$ cat config.mk
export PLATFORM = sky130hd
export DESIGN_NAME = warp_issue_scheduler
export DESIGN_NICKNAME = d
export VERILOG_FILES = /design/src/rtl/warp_issue_scheduler_pkg.sv /design/src/rtl/warp_issue_scheduler_rr_arbiter.sv /design/src/rtl/warp_issue_scheduler.sv
export SDC_FILE = /design/constraint.sdc
export NUM_CORES = 1
export LEC_CHECK = 0
export CAP_MARGIN = 25
export CORE_ASPECT_RATIO = 0.9
export CORE_MARGIN = 3
export CORE_UTILIZATION = 69
export CTS_BUF_LIST = sky130_fd_sc_hd__clkbuf_2 sky130_fd_sc_hd__clkbuf_4 sky130_fd_sc_hd__clkbuf_8
export CTS_CLUSTER_SIZE = 24
export DETAILED_ROUTE_END_ITERATION = 7
export DONT_BUFFER_PORTS = 1
export PLACE_DENSITY = 0.85
export SYNTH_ARGS = -nofsm -noshare
export SYNTH_HDL_FRONTEND = slang
export SYNTH_SLANG_ARGS = --single-unit
$ cat constraint.sdc
create_clock -name clk -period 11.6 [get_ports clk]
set_input_delay 1.16 -clock clk [delete_from_list [all_inputs] [get_ports clk]]
set_output_delay 1.16 -clock clk [all_outputs]
set_load 0.01 [all_outputs]
$ cat src/rtl/warp_issue_scheduler_pkg.sv
// Shared constants and types for the warp issue path (scheduler, IBuffer, scoreboard).
package warp_issue_scheduler_pkg;

  localparam int unsigned NUM_WARPS = 8;
  localparam int unsigned WARP_ID_W = 3;

  // Issue descriptor field widths: valid + warp index + replay flag.
  localparam int unsigned ISSUE_VALID_W  = 1;
  localparam int unsigned ISSUE_REPLAY_W = 1;
  localparam int unsigned ISSUE_DESC_W   = ISSUE_VALID_W + WARP_ID_W + ISSUE_REPLAY_W;

  // Which priority level produced this cycle's grant.
  typedef enum logic [1:0] {
    GrantNone,
    GrantReplay,
    GrantNew,
    GrantStarve
  } grant_kind_e;

  // Slot visited at offset 'off' when scanning round-robin from 'base'.
  function automatic int unsigned rr_slot(int unsigned base, int unsigned off, int unsigned n);
    return (base + off) % n;
  endfunction

  // Replays always use the memory path; new issues only when the head is LW/SW.
  function automatic logic grant_is_mem(grant_kind_e kind, logic head_replayable);
    return (kind == GrantReplay) ||
           (((kind == GrantNew) || (kind == GrantStarve)) && head_replayable);
  endfunction

endpackage

$ cat src/rtl/warp_issue_scheduler_rr_arbiter.sv
// Round-robin arbiter: first set request at or above ptr, wrapping to 0.
module warp_issue_scheduler_rr_arbiter #(
  parameter int unsigned N     = 8,
  parameter int unsigned IDX_W = 3
) (
  input  logic [N-1:0]     req,
  input  logic [IDX_W-1:0] ptr,
  output logic [N-1:0]     gnt,
  output logic [IDX_W-1:0] idx
);
  import warp_issue_scheduler_pkg::*;

  logic             found;
  logic [IDX_W-1:0] slot;

  // Scan N slots starting at ptr; the first requester wins.
  always_comb begin
    gnt   = '0;
    idx   = '0;
    found = 1'b0;
    slot  = '0;
    for (int unsigned i = 0; i < N; i++) begin
      slot = IDX_W'(rr_slot(32'(ptr), i, N));
      if (!found && req[slot]) begin
        found     = 1'b1;
        gnt[slot] = 1'b1;
        idx       = slot;
      end
    end
  end

endmodule

$ cat src/rtl/warp_issue_scheduler.sv
// Per-cycle issue arbiter: replay > starving new issue > round-robin new issue,
// with a cooldown between memory-class grants and a registered issue descriptor.
module warp_issue_scheduler #(
  parameter int unsigned NUM_WARPS    = warp_issue_scheduler_pkg::NUM_WARPS,
  parameter int unsigned WARP_ID_W    = warp_issue_scheduler_pkg::WARP_ID_W,
  parameter int unsigned MEM_GAP      = 2,
  parameter int unsigned STARVE_LIMIT = 15
) (
  input  logic                 clk,
  input  logic                 rst,
  input  logic [NUM_WARPS-1:0] IB_Valid,
  input  logic [NUM_WARPS-1:0] IB_Replayable,
  input  logic [NUM_WARPS-1:0] Scb_Dependent,
  input  logic [NUM_WARPS-1:0] Scb_Full,
  input  logic [NUM_WARPS-1:0] Replay_Req,
  input  logic                 Mem_Busy,
  input  logic                 Issue_Stall,
  output logic [NUM_WARPS-1:0] RP_Grt,
  output logic [NUM_WARPS-1:0] Replay_Grt,
  output logic                 Issue_Valid,
  output logic [WARP_ID_W-1:0] Issue_WarpID,
  output logic                 Issue_Replay
);
  import warp_issue_scheduler_pkg::*;

  // Keep at least one bit so MEM_GAP=0 still elaborates (counter then stays 0).
  localparam int unsigned GapW    = (MEM_GAP > 0) ? $clog2(MEM_GAP + 1) : 1;
  localparam int unsigned StarveW = $clog2(STARVE_LIMIT + 1);

  // State
  logic [WARP_ID_W-1:0]              rep_ptr_q;
  logic [WARP_ID_W-1:0]              new_ptr_q;
  logic [GapW-1:0]                   gap_q;
  logic [NUM_WARPS-1:0][StarveW-1:0] starve_q;
  logic                              issue_valid_q;
  logic [WARP_ID_W-1:0]              issue_warp_id_q;
  logic                              issue_replay_q;

  // Eligibility
  logic                 active;
  logic                 mem_block;
  logic [NUM_WARPS-1:0] new_elig;
  logic [NUM_WARPS-1:0] rep_elig;
  logic [NUM_WARPS-1:0] starving;
  logic [NUM_WARPS-1:0] starve_req;

  // Arbitration results
  logic [NUM_WARPS-1:0] rep_gnt;
  logic [WARP_ID_W-1:0] rep_idx;
  logic [NUM_WARPS-1:0] new_gnt;
  logic [WARP_ID_W-1:0] new_idx;
  logic [NUM_WARPS-1:0] starve_gnt;
  logic [WARP_ID_W-1:0] starve_idx;
  logic                 starve_found;

  grant_kind_e          grant_kind;
  logic [WARP_ID_W-1:0] grant_idx;
  logic [WARP_ID_W-1:0] grant_idx_inc;
  logic [NUM_WARPS-1:0] rp_grt;
  logic [NUM_WARPS-1:0] replay_grt;
  logic [NUM_WARPS-1:0] granted;
  logic                 grant_mem;

  // Eligibility masks; reset and stall suppress every grant.
  always_comb begin
    active     = rst & ~Issue_Stall;
    mem_block  = Mem_Busy | (gap_q != '0);
    new_elig   = IB_Valid & ~Scb_Dependent & ~Scb_Full &
                 ~(IB_Replayable & {NUM_WARPS{mem_block}}) & {NUM_WARPS{active}};
    rep_elig   = Replay_Req & {NUM_WARPS{~mem_block}} & {NUM_WARPS{active}};
    for (int unsigned w = 0; w < NUM_WARPS; w++) begin
      starving[w] = (starve_q[w] == StarveW'(STARVE_LIMIT));
    end
    starve_req = new_elig & starving;
  end

  warp_issue_scheduler_rr_arbiter #(
    .N    (NUM_WARPS),
    .IDX_W(WARP_ID_W)
  ) u_rep_arb (
    .req(rep_elig),
    .ptr(rep_ptr_q),
    .gnt(rep_gnt),
    .idx(rep_idx)
  );

  warp_issue_scheduler_rr_arbiter #(
    .N    (NUM_WARPS),
    .IDX_W(WARP_ID_W)
  ) u_new_arb (
    .req(new_elig),
    .ptr(new_ptr_q),
    .gnt(new_gnt),
    .idx(new_idx)
  );

  // Starvation override picks the lowest-index starving warp, not round-robin.
  always_comb begin
    starve_gnt   = '0;
    starve_idx   = '0;
    starve_found = 1'b0;
    for (int unsigned w = 0; w < NUM_WARPS; w++) begin
      if (!starve_found && starve_req[w]) begin
        starve_found  = 1'b1;
        starve_gnt[w] = 1'b1;
        starve_idx    = WARP_ID_W'(w);
      end
    end
  end

  // Priority select across the three request classes; at most one grant bit overall.
  always_comb begin
    grant_kind = GrantNone;
    grant_idx  = '0;
    rp_grt     = '0;
    replay_grt = '0;
    if (|rep_elig) begin
      grant_kind = GrantReplay;
      grant_idx  = rep_idx;
      replay_grt = rep_gnt;
    end else if (|starve_req) begin
      grant_kind = GrantStarve;
      grant_idx  = starve_idx;
      rp_grt     = starve_gnt;
    end else if (|new_elig) begin
      grant_kind = GrantNew;
      grant_idx  = new_idx;
      rp_grt     = new_gnt;
    end
    granted       = rp_grt | replay_grt;
    grant_mem     = grant_is_mem(grant_kind, IB_Replayable[grant_idx]);
    grant_idx_inc = (grant_idx == WARP_ID_W'(NUM_WARPS - 1)) ? '0
                                                             : grant_idx + WARP_ID_W'(1);
  end

  assign RP_Grt     = rp_grt;
  assign Replay_Grt = replay_grt;

  // Round-robin pointers advance past the granted warp; hold when idle.
  always_ff @(posedge clk or negedge rst) begin
    if (!rst) begin
      rep_ptr_q <= '0;
      new_ptr_q <= '0;
    end else begin
      if (grant_kind == GrantReplay) begin
        rep_ptr_q <= grant_idx_inc;
      end
      if ((grant_kind == GrantNew) || (grant_kind == GrantStarve)) begin
        new_ptr_q <= grant_idx_inc;
      end
    end
  end

  // Memory cooldown: reload on a memory-class grant, otherwise drain (even under stall).
  always_ff @(posedge clk or negedge rst) begin
    if (!rst) begin
      gap_q <= '0;
    end else if (grant_mem) begin
      gap_q <= GapW'(MEM_GAP);
    end else if (gap_q != '0) begin
      gap_q <= gap_q - GapW'(1);
    end
  end

  // Per-warp starvation counters: count passed-over eligible cycles, freeze during stall.
  always_ff @(posedge clk or negedge rst) begin
    if (!rst) begin
      starve_q <= '0;
    end else if (!Issue_Stall) begin
      for (int unsigned w = 0; w < NUM_WARPS; w++) begin
        if (!new_elig[w] || granted[w]) begin
          starve_q[w] <= '0;
        end else if (!starving[w]) begin
          starve_q[w] <= starve_q[w] + StarveW'(1);
        end
      end
    end
  end

  // Issue descriptor, one cycle behind the grant; warp index holds when idle.
  always_ff @(posedge clk or negedge rst) begin
    if (!rst) begin
      issue_valid_q   <= 1'b0;
      issue_warp_id_q <= '0;
      issue_replay_q  <= 1'b0;
    end else begin
      issue_valid_q  <= (grant_kind != GrantNone);
      issue_replay_q <= (grant_kind == GrantReplay);
      if (grant_kind != GrantNone) begin
        issue_warp_id_q <= grant_idx;
      end
    end
  end

  assign Issue_Valid  = issue_valid_q;
  assign Issue_WarpID = issue_warp_id_q;
  assign Issue_Replay = issue_replay_q;

endmodule

==> impl_results.md <==
- # IOs: 65
- Initial Util: 0.7257
- Max-slew violations: 0
- Setup TNS: 0 ps
- P_leak: 2.338 nW
- Netlist cell types: 95
- H-tree depth: 2
- CTS Buf Count: 5
- Hold Vio Cnt, Final: 0
- Type of the worst setup path: flop to output pin
- Vias per cell: 7.884
- Worst-Skew Late Latency: 310 ps
- GP Congestion: 1.024
- Hold Buf Count CTS: 0
- Vias in the first global route: 5925
- Util after Layout: 0.7324
- Root buffer cell: clkbuf_8
- Worst EP required: 10440 ps
- Crit share post-route: 0.5642
- Final setup viols: 0
- DRT antenna net count: 0
- Die footprint: 9846 um2
- Antenna violations before repair: 0
- Fillers: 648
- Async SR Flop Fraction: 1.000
- Clk buf depth: 2
- Vias: 6457
- Synth Flop Type: dfrtp_1
- Most frequent cells in the layout: nand2_1, nor2_1, dfrtp_1
- Synthesized netlist cell count: 732
- Outcome: finished, final reports clean
- CTS clk-pin slew, worst paths: 100 ps
- EDFF count, synth: 0
- Slowest cell delay on critical path: 920 ps
- Worst slew pin tran: 1007 ps
- Routed length per instance: 24.19 um
- VDD IR max: 122.3 uV
- Final WL: 19810 um
- Largest net degree at the start of global routing: 52
- First-pass GRT wire length: 30920 um
- Remaining Overflow, GRT: 0
- Synth Net Count: 799
- CTS tree: yes
- Hpwl dp: 14880 um
- CP arrival: 5380 ps
- Worst path bufs/invs: 3
- Synthesized area per cell: 8.191 um2
- Row cnt: 31
- Fmax: 152.8 MHz
- Slew headroom: 0.3112
- # diodes: 0
- Crit-path cells: buf_4 > inv_1 > ha_1 > inv_1 > a211oi_1 > o41ai_1 > nor4_2 > o21ba_1 > nand4_1 > o221ai_1 > o31ai_1 > nor2_1 > a31oi_1 > nor2_1
- Critical Path End Type: output pin
- Tot Pwr: 1.238 mW
- RR Startpoint: new_ptr_q[0]
- Worst setup SP type: flop
- Ys Warns: 0
- RSZ-0062 raised after global routing: false
- Power per cell area: 204.6 nW/um2
- Mapped cell area: 5996 um2
- Slowest-stage cell, CP: ha_1
- Die extent in x: 104.3 um
- Critical Path Fanout Max: 32
- Delay-heaviest family, CP: compound AO/OA/AOI/OAI gates
- Worst Setup SP: new_ptr_q[0]
- Commonest non-fill, non-tap cell in the layout: nand2_1
- Share of post-route cells with drive strength above 1: 0.1108
- Core box area: 8262 um2
- Post-CTS Resized: 0
- Setup bufs post-CTS: 0
- # port buffers: 0
- Nets: 770
- DRC Markers: 0
- Yosys reg bits: 45
- Max Cap Viol: 0
- Layout Skew: 8.728 ps
- Min-delay worst type: primary input to asynchronous set/reset pin
- Fin crit period: 6544 ps
- Area growth syn-to-layout: 0.9182%
- Global Route Usage Sum: 0.3887
- Chip height: 94.44 um
- Initial drt markers: 923
- Sequential share of the synthesized area: 0.1878
- Detailed Routing Iterations Pass 1: 6
- # clock sinks: 45
-- worst paths after layout --
check	endpoint	slack, ps	cells past startpoint
min in group clk	gap_q[1]	540	2
hold reg to reg	gap_q[1]	540	2
setup reg to reg	starve_q[4]	5980	13
max in group asynchronous	new_ptr_q[0]	10970	0
hold / removal	new_ptr_q[1]	530	0
setup / recovery	RP_Grt[0]	5060	14
-- sequential cells by signal, summed over array words and instances, names as in the netlist --
register and count:
new_ptr_q 3, starve_q 32, Issue_Replay 1, Issue_WarpID 3
rep_ptr_q 3, Issue_Valid 1, gap_q 2
-- cells in the mapped netlist (5+ instances only) --
library cell,count,share of area
nand3_1,30,0.025
mux2_2,15,0.028
xor2_1,7,0.010
nand4_1,15,0.016
nor4_1,9,0.0094
o221ai_1,7,0.010
o21ai_0,29,0.024
nand2_1,63,0.039
xnor2_1,11,0.016
dfrtp_1,45,0.19
a221oi_1,8,0.012
a221o_1,5,0.0083
a21o_1,10,0.013
ha_1,23,0.048
nand2b_1,7,0.0073
nor3_1,26,0.022
a2111oi_0,8,0.012
buf_6,6,0.011
o31ai_1,9,0.011
mux2i_1,23,0.038
nor2b_1,5,0.0052
mux4_2,11,0.041
a32o_1,7,0.012
inv_1,24,0.015
o221a_2,5,0.0094
o211ai_1,11,0.014
nor2_1,61,0.038
or3b_1,5,0.0073
and3_1,9,0.0094
and2_1,9,0.0094
a21oi_1,42,0.035
a31oi_1,12,0.013
a211oi_1,22,0.028
clkbuf_1,16,0.010
buf_2,10,0.0083
o21a_1,10,0.013
-- logic make-up after synthesis --
family | count (synthesis) | share of synthesized area
AOI/OAI and AO/OA | 262 | 0.3358
and+or+nand+nor | 264 | 0.2243
xor gates and xnor gates | 18 | 0.02629
buffers and inverters | 67 | 0.05613
DFF | 45 | 0.1878
muxes | 53 | 0.1217
adders and majority gates | 23 | 0.04800
-- power breakdown --
part / internal [mW] / switching [mW]
Clock: 0.0659 / 0.0634
Sequential: 0.179 / 0.0549
Combinational: 0.309 / 0.566
-- metrics by stage --
| step | instances | instance area, um2 | hold slack, ps | worst slack, ps |
|---|---|---|---|---|
| after global routing | 819 | 6051 | 517.2 | 4705 |
| after floorplan | 732 | 5996 | 473.0 | 6623 |
| after CTS | 819 | 6051 | 529.2 | 5216 |
| after detailed placement | 811 | 5934 | 512.0 | 5577 |
| final | 819 | 6051 | 530.4 | 5056 |
| after global placement | 811 | 5934 | 492.6 | 5595 |
-- layout make-up --
cell class,count,area (um2),area share
Clock buffer,5,68.82,0.01137
Clock inverter,3,47.55,0.007858
Inverter,27,101.3,0.01675
Multi-Input combinational cell,620,4533,0.7492
Sequential cell,45,1126,0.1861
Tap cell,115,143.9,0.02378
Timing Repair Buffer,4,30.03,0.004963
-- routing by layer --
metal / share of wire / GRT usage / routed length (um)
met5: 0 / 0 / 0
met1: 0.38 / 0.4959 / 7614
met2: 0.44 / 0.6274 / 8741
met4: 0.049 / 0.1550 / 974
met3: 0.13 / 0.1107 / 2482
(Power assumes the default switching activity.)
